$ cat config.mk
export PLATFORM = sky130hd
export DESIGN_NAME = lsu_mem_arbiter_flat
export DESIGN_NICKNAME = d
export VERILOG_FILES = /design/src/rtl/lsu_mem_arbiter_if.sv /design/src/rtl/lsu_mem_arbiter.sv /design/src/flat_wrapper.sv
export SDC_FILE = /design/constraint.sdc
export NUM_CORES = 1
export LEC_CHECK = 0
export ABC_CLOCK_PERIOD_IN_PS = 2160
export BUFFER_PORTS_ARGS = -buffer_cell sky130_fd_sc_hd__buf_2
export CAP_MARGIN = 20
export CORE_AREA = 4 4 163 165
export CTS_CLUSTER_DIAMETER = 200
export DETAILED_ROUTE_END_ITERATION = 10
export DIE_AREA = 0 0 167 169
export PLACE_DENSITY = 0.78
export REMOVE_ABC_BUFFERS = 1
export SLEW_MARGIN = 5
export SYNTH_ARGS = -nofsm -noshare
export SYNTH_HDL_FRONTEND = slang
export SYNTH_SLANG_ARGS = --single-unit
$ cat constraint.sdc
create_clock -name clk -period 2.16 [get_ports clk]
set_input_delay 0.324 -clock clk [delete_from_list [all_inputs] [get_ports clk]]
set_output_delay 0.324 -clock clk [all_outputs]
set_load 0.005 [all_outputs]
$ cat src/rtl/lsu_mem_arbiter_if.sv
// Purpose: bundles the per-LSU request/completion lanes and the single data-memory channel.
// Latency: none, wiring only.
// Backpressure: valid/ready on every lane; master is the arbiter view, slave is the LSU/memory view.
interface lsu_mem_arbiter_if #(
    parameter int NUM_LSUS  = 4,
    parameter int ADDR_BITS = 8,
    parameter int DATA_BITS = 32
);
    logic [NUM_LSUS-1:0]           lsu_read_valid;
    logic [NUM_LSUS*ADDR_BITS-1:0] lsu_read_address;
    logic [NUM_LSUS-1:0]           lsu_read_ready;
    logic [NUM_LSUS*DATA_BITS-1:0] lsu_read_data;
    logic [NUM_LSUS-1:0]           lsu_write_valid;
    logic [NUM_LSUS*ADDR_BITS-1:0] lsu_write_address;
    logic [NUM_LSUS*DATA_BITS-1:0] lsu_write_data;
    logic [NUM_LSUS-1:0]           lsu_write_ready;

    logic                 mem_read_valid;
    logic [ADDR_BITS-1:0] mem_read_address;
    logic                 mem_read_ready;
    logic [DATA_BITS-1:0] mem_read_data;
    logic                 mem_write_valid;
    logic [ADDR_BITS-1:0] mem_write_address;
    logic [DATA_BITS-1:0] mem_write_data;
    logic                 mem_write_ready;

    modport master (
        input  lsu_read_valid, lsu_read_address,
        output lsu_read_ready, lsu_read_data,
        input  lsu_write_valid, lsu_write_address, lsu_write_data,
        output lsu_write_ready,
        output mem_read_valid, mem_read_address,
        input  mem_read_ready, mem_read_data,
        output mem_write_valid, mem_write_address, mem_write_data,
        input  mem_write_ready
    );

    modport slave (
        output lsu_read_valid, lsu_read_address,
        input  lsu_read_ready, lsu_read_data,
        output lsu_write_valid, lsu_write_address, lsu_write_data,
        input  lsu_write_ready,
        input  mem_read_valid, mem_read_address,
        output mem_read_ready, mem_read_data,
        input  mem_write_valid, mem_write_address, mem_write_data,
        output mem_write_ready
    );
endinterface

$ cat src/rtl/lsu_mem_arbiter.sv
// Purpose: round-robin arbiter sharing one data-memory read/write channel among NUM_LSUS LSUs.
// Latency: memory request 1 cycle after grant; LSU ready pulse 1 cycle after memory ready.
// Backpressure: one outstanding request; other LSUs hold valid until granted, memory stalls via mem_*_ready.
module lsu_mem_arbiter #(
    parameter int NUM_LSUS  = 4,
    parameter int ADDR_BITS = 8,
    parameter int DATA_BITS = 32
) (
    input  logic              clk,
    input  logic              reset,
    lsu_mem_arbiter_if.master bus,
    output logic              busy
);
    localparam int IDX_BITS = (NUM_LSUS > 1) ? $clog2(NUM_LSUS) : 1;
    localparam logic [IDX_BITS-1:0] LAST_IDX = IDX_BITS'(NUM_LSUS - 1);

    typedef enum logic [1:0] {
        IDLE    = 2'd0,
        ISSUE   = 2'd1,
        WAIT    = 2'd2,
        RESPOND = 2'd3
    } state_t;

    state_t                state;
    logic [IDX_BITS-1:0]   rr_ptr;
    logic [IDX_BITS-1:0]   grant_idx;
    logic                  op_write;
    logic [ADDR_BITS-1:0]  addr_q;
    logic [DATA_BITS-1:0]  wdata_q;

    logic [IDX_BITS-1:0]   cand;
    logic [IDX_BITS-1:0]   pick_idx;
    logic                  pick_found;

    // Pick the first requesting LSU at or after rr_ptr, wrapping around.
    always_comb begin
        cand       = '0;
        pick_idx   = '0;
        pick_found = 1'b0;
        for (int k = 0; k < NUM_LSUS; k++) begin
            cand = IDX_BITS'((int'(rr_ptr) + k) % NUM_LSUS);
            if (!pick_found && (bus.lsu_read_valid[cand] || bus.lsu_write_valid[cand])) begin
                pick_found = 1'b1;
                pick_idx   = cand;
            end
        end
    end

    // Control FSM; every output is a register updated on the state transition that needs it.
    always_ff @(posedge clk or negedge reset) begin
        if (!reset) begin
            state                 <= IDLE;
            rr_ptr                <= '0;
            grant_idx             <= '0;
            op_write              <= 1'b0;
            addr_q                <= '0;
            wdata_q               <= '0;
            busy                  <= 1'b0;
            bus.lsu_read_ready    <= '0;
            bus.lsu_read_data     <= '0;
            bus.lsu_write_ready   <= '0;
            bus.mem_read_valid    <= 1'b0;
            bus.mem_read_address  <= '0;
            bus.mem_write_valid   <= 1'b0;
            bus.mem_write_address <= '0;
            bus.mem_write_data    <= '0;
        end else begin
            case (state)
                IDLE: begin
                    if (pick_found) begin
                        // A write beats a read from the same LSU; the read stays pending.
                        grant_idx <= pick_idx;
                        op_write  <= bus.lsu_write_valid[pick_idx];
                        addr_q    <= bus.lsu_write_valid[pick_idx]
                                   ? bus.lsu_write_address[pick_idx*ADDR_BITS +: ADDR_BITS]
                                   : bus.lsu_read_address[pick_idx*ADDR_BITS +: ADDR_BITS];
                        wdata_q   <= bus.lsu_write_data[pick_idx*DATA_BITS +: DATA_BITS];
                        busy      <= 1'b1;
                        state     <= ISSUE;
                    end
                end
                ISSUE: begin
                    if (op_write) begin
                        bus.mem_write_valid   <= 1'b1;
                        bus.mem_write_address <= addr_q;
                        bus.mem_write_data    <= wdata_q;
                    end else begin
                        bus.mem_read_valid    <= 1'b1;
                        bus.mem_read_address  <= addr_q;
                    end
                    state <= WAIT;
                end
                WAIT: begin
                    // Only the ready matching the issued operation completes it.
                    if (op_write && bus.mem_write_ready) begin
                        bus.mem_write_valid            <= 1'b0;
                        bus.lsu_write_ready[grant_idx] <= 1'b1;
                        state                          <= RESPOND;
                    end else if (!op_write && bus.mem_read_ready) begin
                        bus.mem_read_valid                                   <= 1'b0;
                        bus.lsu_read_ready[grant_idx]                        <= 1'b1;
                        bus.lsu_read_data[grant_idx*DATA_BITS +: DATA_BITS]  <= bus.mem_read_data;
                        state                                                <= RESPOND;
                    end
                end
                RESPOND: begin
                    bus.lsu_read_ready  <= '0;
                    bus.lsu_write_ready <= '0;
                    rr_ptr              <= (grant_idx == LAST_IDX) ? '0 : grant_idx + IDX_BITS'(1);
                    busy                <= 1'b0;
                    state               <= IDLE;
                end
                default: begin
                    state <= IDLE;
                end
            endcase
        end
    end
endmodule

$ cat src/flat_wrapper.sv
// flat-port wrapper written by rule: the top's interface ports become plain ports
module lsu_mem_arbiter_flat 
#(
    parameter int NUM_LSUS  = 4,
    parameter int ADDR_BITS = 8,
    parameter int DATA_BITS = 32
)
  (clk, reset, busy, bus_lsu_read_valid, bus_lsu_read_address, bus_lsu_read_ready, bus_lsu_read_data, bus_lsu_write_valid, bus_lsu_write_address, bus_lsu_write_data, bus_lsu_write_ready, bus_mem_read_valid, bus_mem_read_address, bus_mem_read_ready, bus_mem_read_data, bus_mem_write_valid, bus_mem_write_address, bus_mem_write_data, bus_mem_write_ready);
  lsu_mem_arbiter_if #(.NUM_LSUS(NUM_LSUS), .ADDR_BITS(ADDR_BITS), .DATA_BITS(DATA_BITS)) bus_i ();
  input  logic clk;
  input  logic reset;
  output logic busy;
  input wire logic [$bits(bus_i.lsu_read_valid)-1:0] bus_lsu_read_valid;
  input wire logic [$bits(bus_i.lsu_read_address)-1:0] bus_lsu_read_address;
  output wire logic [$bits(bus_i.lsu_read_ready)-1:0] bus_lsu_read_ready;
  output wire logic [$bits(bus_i.lsu_read_data)-1:0] bus_lsu_read_data;
  input wire logic [$bits(bus_i.lsu_write_valid)-1:0] bus_lsu_write_valid;
  input wire logic [$bits(bus_i.lsu_write_address)-1:0] bus_lsu_write_address;
  input wire logic [$bits(bus_i.lsu_write_data)-1:0] bus_lsu_write_data;
  output wire logic [$bits(bus_i.lsu_write_ready)-1:0] bus_lsu_write_ready;
  output wire logic [$bits(bus_i.mem_read_valid)-1:0] bus_mem_read_valid;
  output wire logic [$bits(bus_i.mem_read_address)-1:0] bus_mem_read_address;
  input wire logic [$bits(bus_i.mem_read_ready)-1:0] bus_mem_read_ready;
  input wire logic [$bits(bus_i.mem_read_data)-1:0] bus_mem_read_data;
  output wire logic [$bits(bus_i.mem_write_valid)-1:0] bus_mem_write_valid;
  output wire logic [$bits(bus_i.mem_write_address)-1:0] bus_mem_write_address;
  output wire logic [$bits(bus_i.mem_write_data)-1:0] bus_mem_write_data;
  input wire logic [$bits(bus_i.mem_write_ready)-1:0] bus_mem_write_ready;
  assign bus_i.lsu_read_valid = bus_lsu_read_valid;
  assign bus_i.lsu_read_address = bus_lsu_read_address;
  assign bus_lsu_read_ready = bus_i.lsu_read_ready;
  assign bus_lsu_read_data = bus_i.lsu_read_data;
  assign bus_i.lsu_write_valid = bus_lsu_write_valid;
  assign bus_i.lsu_write_address = bus_lsu_write_address;
  assign bus_i.lsu_write_data = bus_lsu_write_data;
  assign bus_lsu_write_ready = bus_i.lsu_write_ready;
  assign bus_mem_read_valid = bus_i.mem_read_valid;
  assign bus_mem_read_address = bus_i.mem_read_address;
  assign bus_i.mem_read_ready = bus_mem_read_ready;
  assign bus_i.mem_read_data = bus_mem_read_data;
  assign bus_mem_write_valid = bus_i.mem_write_valid;
  assign bus_mem_write_address = bus_i.mem_write_address;
  assign bus_mem_write_data = bus_i.mem_write_data;
  assign bus_i.mem_write_ready = bus_mem_write_ready;
  lsu_mem_arbiter #(.NUM_LSUS(NUM_LSUS), .ADDR_BITS(ADDR_BITS), .DATA_BITS(DATA_BITS)) u_core (.clk(clk), .reset(reset), .bus(bus_i), .busy(busy));
endmodule
==> metrics.txt <==
fin crit share=95.3%; WL/cell=19.3 µm; number of synthesized flops with an enable pin=0; CTS Buffer Depth=3; Adder-Cell Fraction of Synth Area=1.50%; commonest non-fill, non-tap cells in the layout=421 x buf_2, 320 x nand2_1, 233 x dfrtp_1; Tmin final=2.06 ns; YS warnings=0; vias in the first global route=10100; share of the synthesized area in the top cell type=53.9%; critical path cell sequence=nor3_1 > a211oi_1 > or3_4 > buf_12 > a21oi_1 > a221oi_1 > a221o_1; crit-path max cell delay=0.46 ns; Reg2Reg Launch Point=u_core.rr_ptr[1]$_DFFE_PN0P_; placed insts=1848; top cells by area, synth=dfrtp_1 54%, nand2_1 11%, o21ai_0 6.8%, mux2_2 5.6%, a211oi_1 4.5%; Antenna Nets Post-Route=0; GP Congestion=0.969; Seq/Total Area, Yosys=53.9%; post-layout instance area=14500 µm²; outcome=finished clean; CP max-delay cell=or3_4; DP Area=13700 µm²; Hold Startpoint=bus_mem_read_data[2]; delay-heaviest family, CP=simple AND/OR/NAND/NOR gates; crit-path max FO=11; PortBufs=422; post-synthesis mux area share=6.15%; Worst Max-Slew Pin Slew=0.533 ns; Post-layout nets=1796; Initial Util=43.4%; largest net degree at the start of global routing=78; initial antenna violation count=9; clock slew seen by the registers of the worst setup and hold paths=0.06 ns; P&R area growth vs syn=33.7%; multi-input logic area=4670 µm²; Pint=12.3 mW; Via density=5.37; drt drc=0; number of iterations in the first detailed-routing pass=5; Slew Limit Fails=0; Pwr Density=1360 nW/µm²; Buf/Inv on CP=1; max-cap check violation count=0; total power=19.8 mW; largest family of logic cells by synthesized area=simple AND/OR/NAND/NOR gates; Mapped Area=10900 µm²; Synth Area per Inst=9.58 µm²; logic gate share of total power=42.1%; Compound-Gate Fraction of Synth Area=16.8%; CP Data Required Time=2.56 ns; via count=10200; CTS tree=built; Detailed Route WL=36600 µm; Worst IR Drop VDD=669 µV; Post-Synth XOR/XNOR Area=0%; Sw Pwr=7.46 mW; register area=5860 µm²; crit path DAT=2.46 ns; Rows=58; Synth cell types=48; Worst-Skew Late Latency=0.52 ns; Max Used Layer=met5; die width=167 µm; Post-Route M1 WL=13400 µm; GRT overflow=0; met3 wire length=3110 µm; crit path kind=reg -> reg; number of fill cells=2142; core area=25000 µm²; unrepaired setup endpoints after global routing=false; Synth Flop Type=dfrtp_1; post-synth top area cell=dfrtp_1; CTS buffer count=25; fraction of the mapped netlist area in simple logic gates=18.0%; worst-case clock skew=0.0130 ns; fmax=486 MHz; Pleak=7.14 nW; Sw Share=37.7%; CP Capture Type=flip-flop; DR WL met2=18600 µm; clock group share of total power=21.5%; Rel. slew slack=64.4%; Die ar.=28200 µm²; fraction of layout cells with a size suffix above 1=37.1%; most common cell after layout, fill and taps aside=buf_2; All-Layer GR Usage=24.7%; type of the worst min-delay path=in -> reg; Fin. Hold Viols=0; Ports=423; register bit total from synthesis=234; Worst setup SP type=flip-flop; first-pass GRT wire length=55700 µm; Synth async-reset ratio=100%; cell count after synthesis=1134; Reg power frac=36.4%; drt first-iter violations=784; Clock H-tree levels=1; final setup fails=0; Detailed Place HPWL=27000 µm; crit path launch=u_core.rr_ptr[1]$_DFFE_PN0P_; root buf cell=clkbuf_16; # clock sinks=234; final std cells w/o fill=1895; die height=169 µm
path summary, 6_finish.rpt:
kind	endpoint	cells past startpoint	slack (ns)
max reg2reg	u_core.addr_q[7]$_DFFE_PN0P_	7	0.10
min	u_core.bus.lsu_read_data[98]$_DFFE_PN0P_	3	0.08
min reg2reg	u_core.wdata_q[7]$_DFFE_PN0P_	2	0.47
max in group asynchronous	u_core.bus.lsu_read_data[72]$_DFFE_PN0P_	3	1.16
max	u_core.addr_q[7]$_DFFE_PN0P_	7	0.10
min in group asynchronous	u_core.bus.lsu_read_data[119]$_DFFE_PN0P_	2	0.36
Yosys cell counts, types with 2 or more instances:
| cell type | n |
|---|---|
| ha_1 | 13 |
| nor2_1 | 15 |
| clkbuf_1 | 58 |
| a221o_1 | 2 |
| a21oi_1 | 7 |
| nor3_1 | 14 |
| a211oi_1 | 65 |
| mux2_2 | 54 |
| or2_1 | 2 |
| nor2b_1 | 67 |
| nand2b_1 | 2 |
| nand3b_1 | 2 |
| a221oi_1 | 2 |
| buf_4 | 7 |
| nand2_1 | 322 |
| dfrtp_1 | 234 |
| mux2i_1 | 6 |
| a22o_1 | 4 |
| o31ai_1 | 32 |
| o32a_1 | 2 |
| o21ai_0 | 148 |
| o22ai_1 | 3 |
| o221ai_1 | 11 |
| inv_1 | 12 |
| buf_2 | 13 |
| nor3b_1 | 4 |
| nand3_1 | 7 |
| nand4_1 | 6 |
per-layer routing:
layer	track usage (%)	vias up
li1	-	4742
met1	28.9	4842
met2	44.1	501
met3	5.67	90
met4	9.89	10
met5	0	-
tightest hold or removal path, cell delays in order:
cell and delay, ns:
buf_2 0.12, nand2_1 0.05, o21ai_0 0.06
final cells by class:
class / instances / area share [%]
diodes: 4 / 0.0689
clock buffers: 35 / 4.91
clock inverters: 6 / 0.672
inverters: 12 / 0.310
multi-input cells: 808 / 32.1
flip-flops and latches: 234 / 40.3
well taps: 330 / 2.84
repair buffers: 466 / 18.7
state kept, by name, summed over array words and instances, names as in the netlist:
signal	cells
u_core.bus.mem_write_address	8
u_core.grant_idx	2
u_core.wdata_q	32
u_core.busy	1
u_core.bus.mem_write_valid	1
u_core.bus.mem_read_valid	1
u_core.bus.lsu_read_data	128
u_core.bus.mem_write_data	32
u_core.op_write	1
u_core.addr_q	8
u_core.bus.lsu_write_ready	4
u_core.bus.lsu_read_ready	4
u_core.state	2
u_core.bus.mem_read_address	8
u_core.rr_ptr	2
logic make-up after synthesis:
kind of cell    after synthesis
fa+ha+maj                    13
compound gates              287
flops                       234
simple gates                448
buf+inv                      92
mux                          60
power by group through the flow:
stage          Clock (mW)  Combinational [mW]  Sequential, mW
2_1_floorplan           0                4.21            7.17
5_1_grt              4.52                9.17            7.42
4_1_cts              4.35                8.31            7.20
3_5_place_dp            0                8.25            7.26
6_report             4.26                8.32            7.21
3_3_place_gp            0                7.99            7.16
stage by stage:
stage | util, % | setup WS [ns] | hold WS, ns | setup TNS (ns)
6_report | 58.0 | 0.101 | 0.0759 | 0
5_1_grt | 58.0 | 0.0191 | 0.0595 | 0
4_1_cts | 57.9 | 0.0759 | 0.0474 | 0
3_5_place_dp | 54.6 | 0.0268 | 0.309 | 0
3_3_place_gp | 54.6 | 0.0452 | 0.310 | 0
2_1_floorplan | - | -1.11 | 0.0284 | -150.29
timing repair:
item                                    CTS  global route
endpoints found under the setup margin    0            13
setup buffers                             0             1
gates resized for setup                   0             3
hold buffers                              1             0
endpoints found under the hold margin    55             0
(Power assumes the default switching activity.)
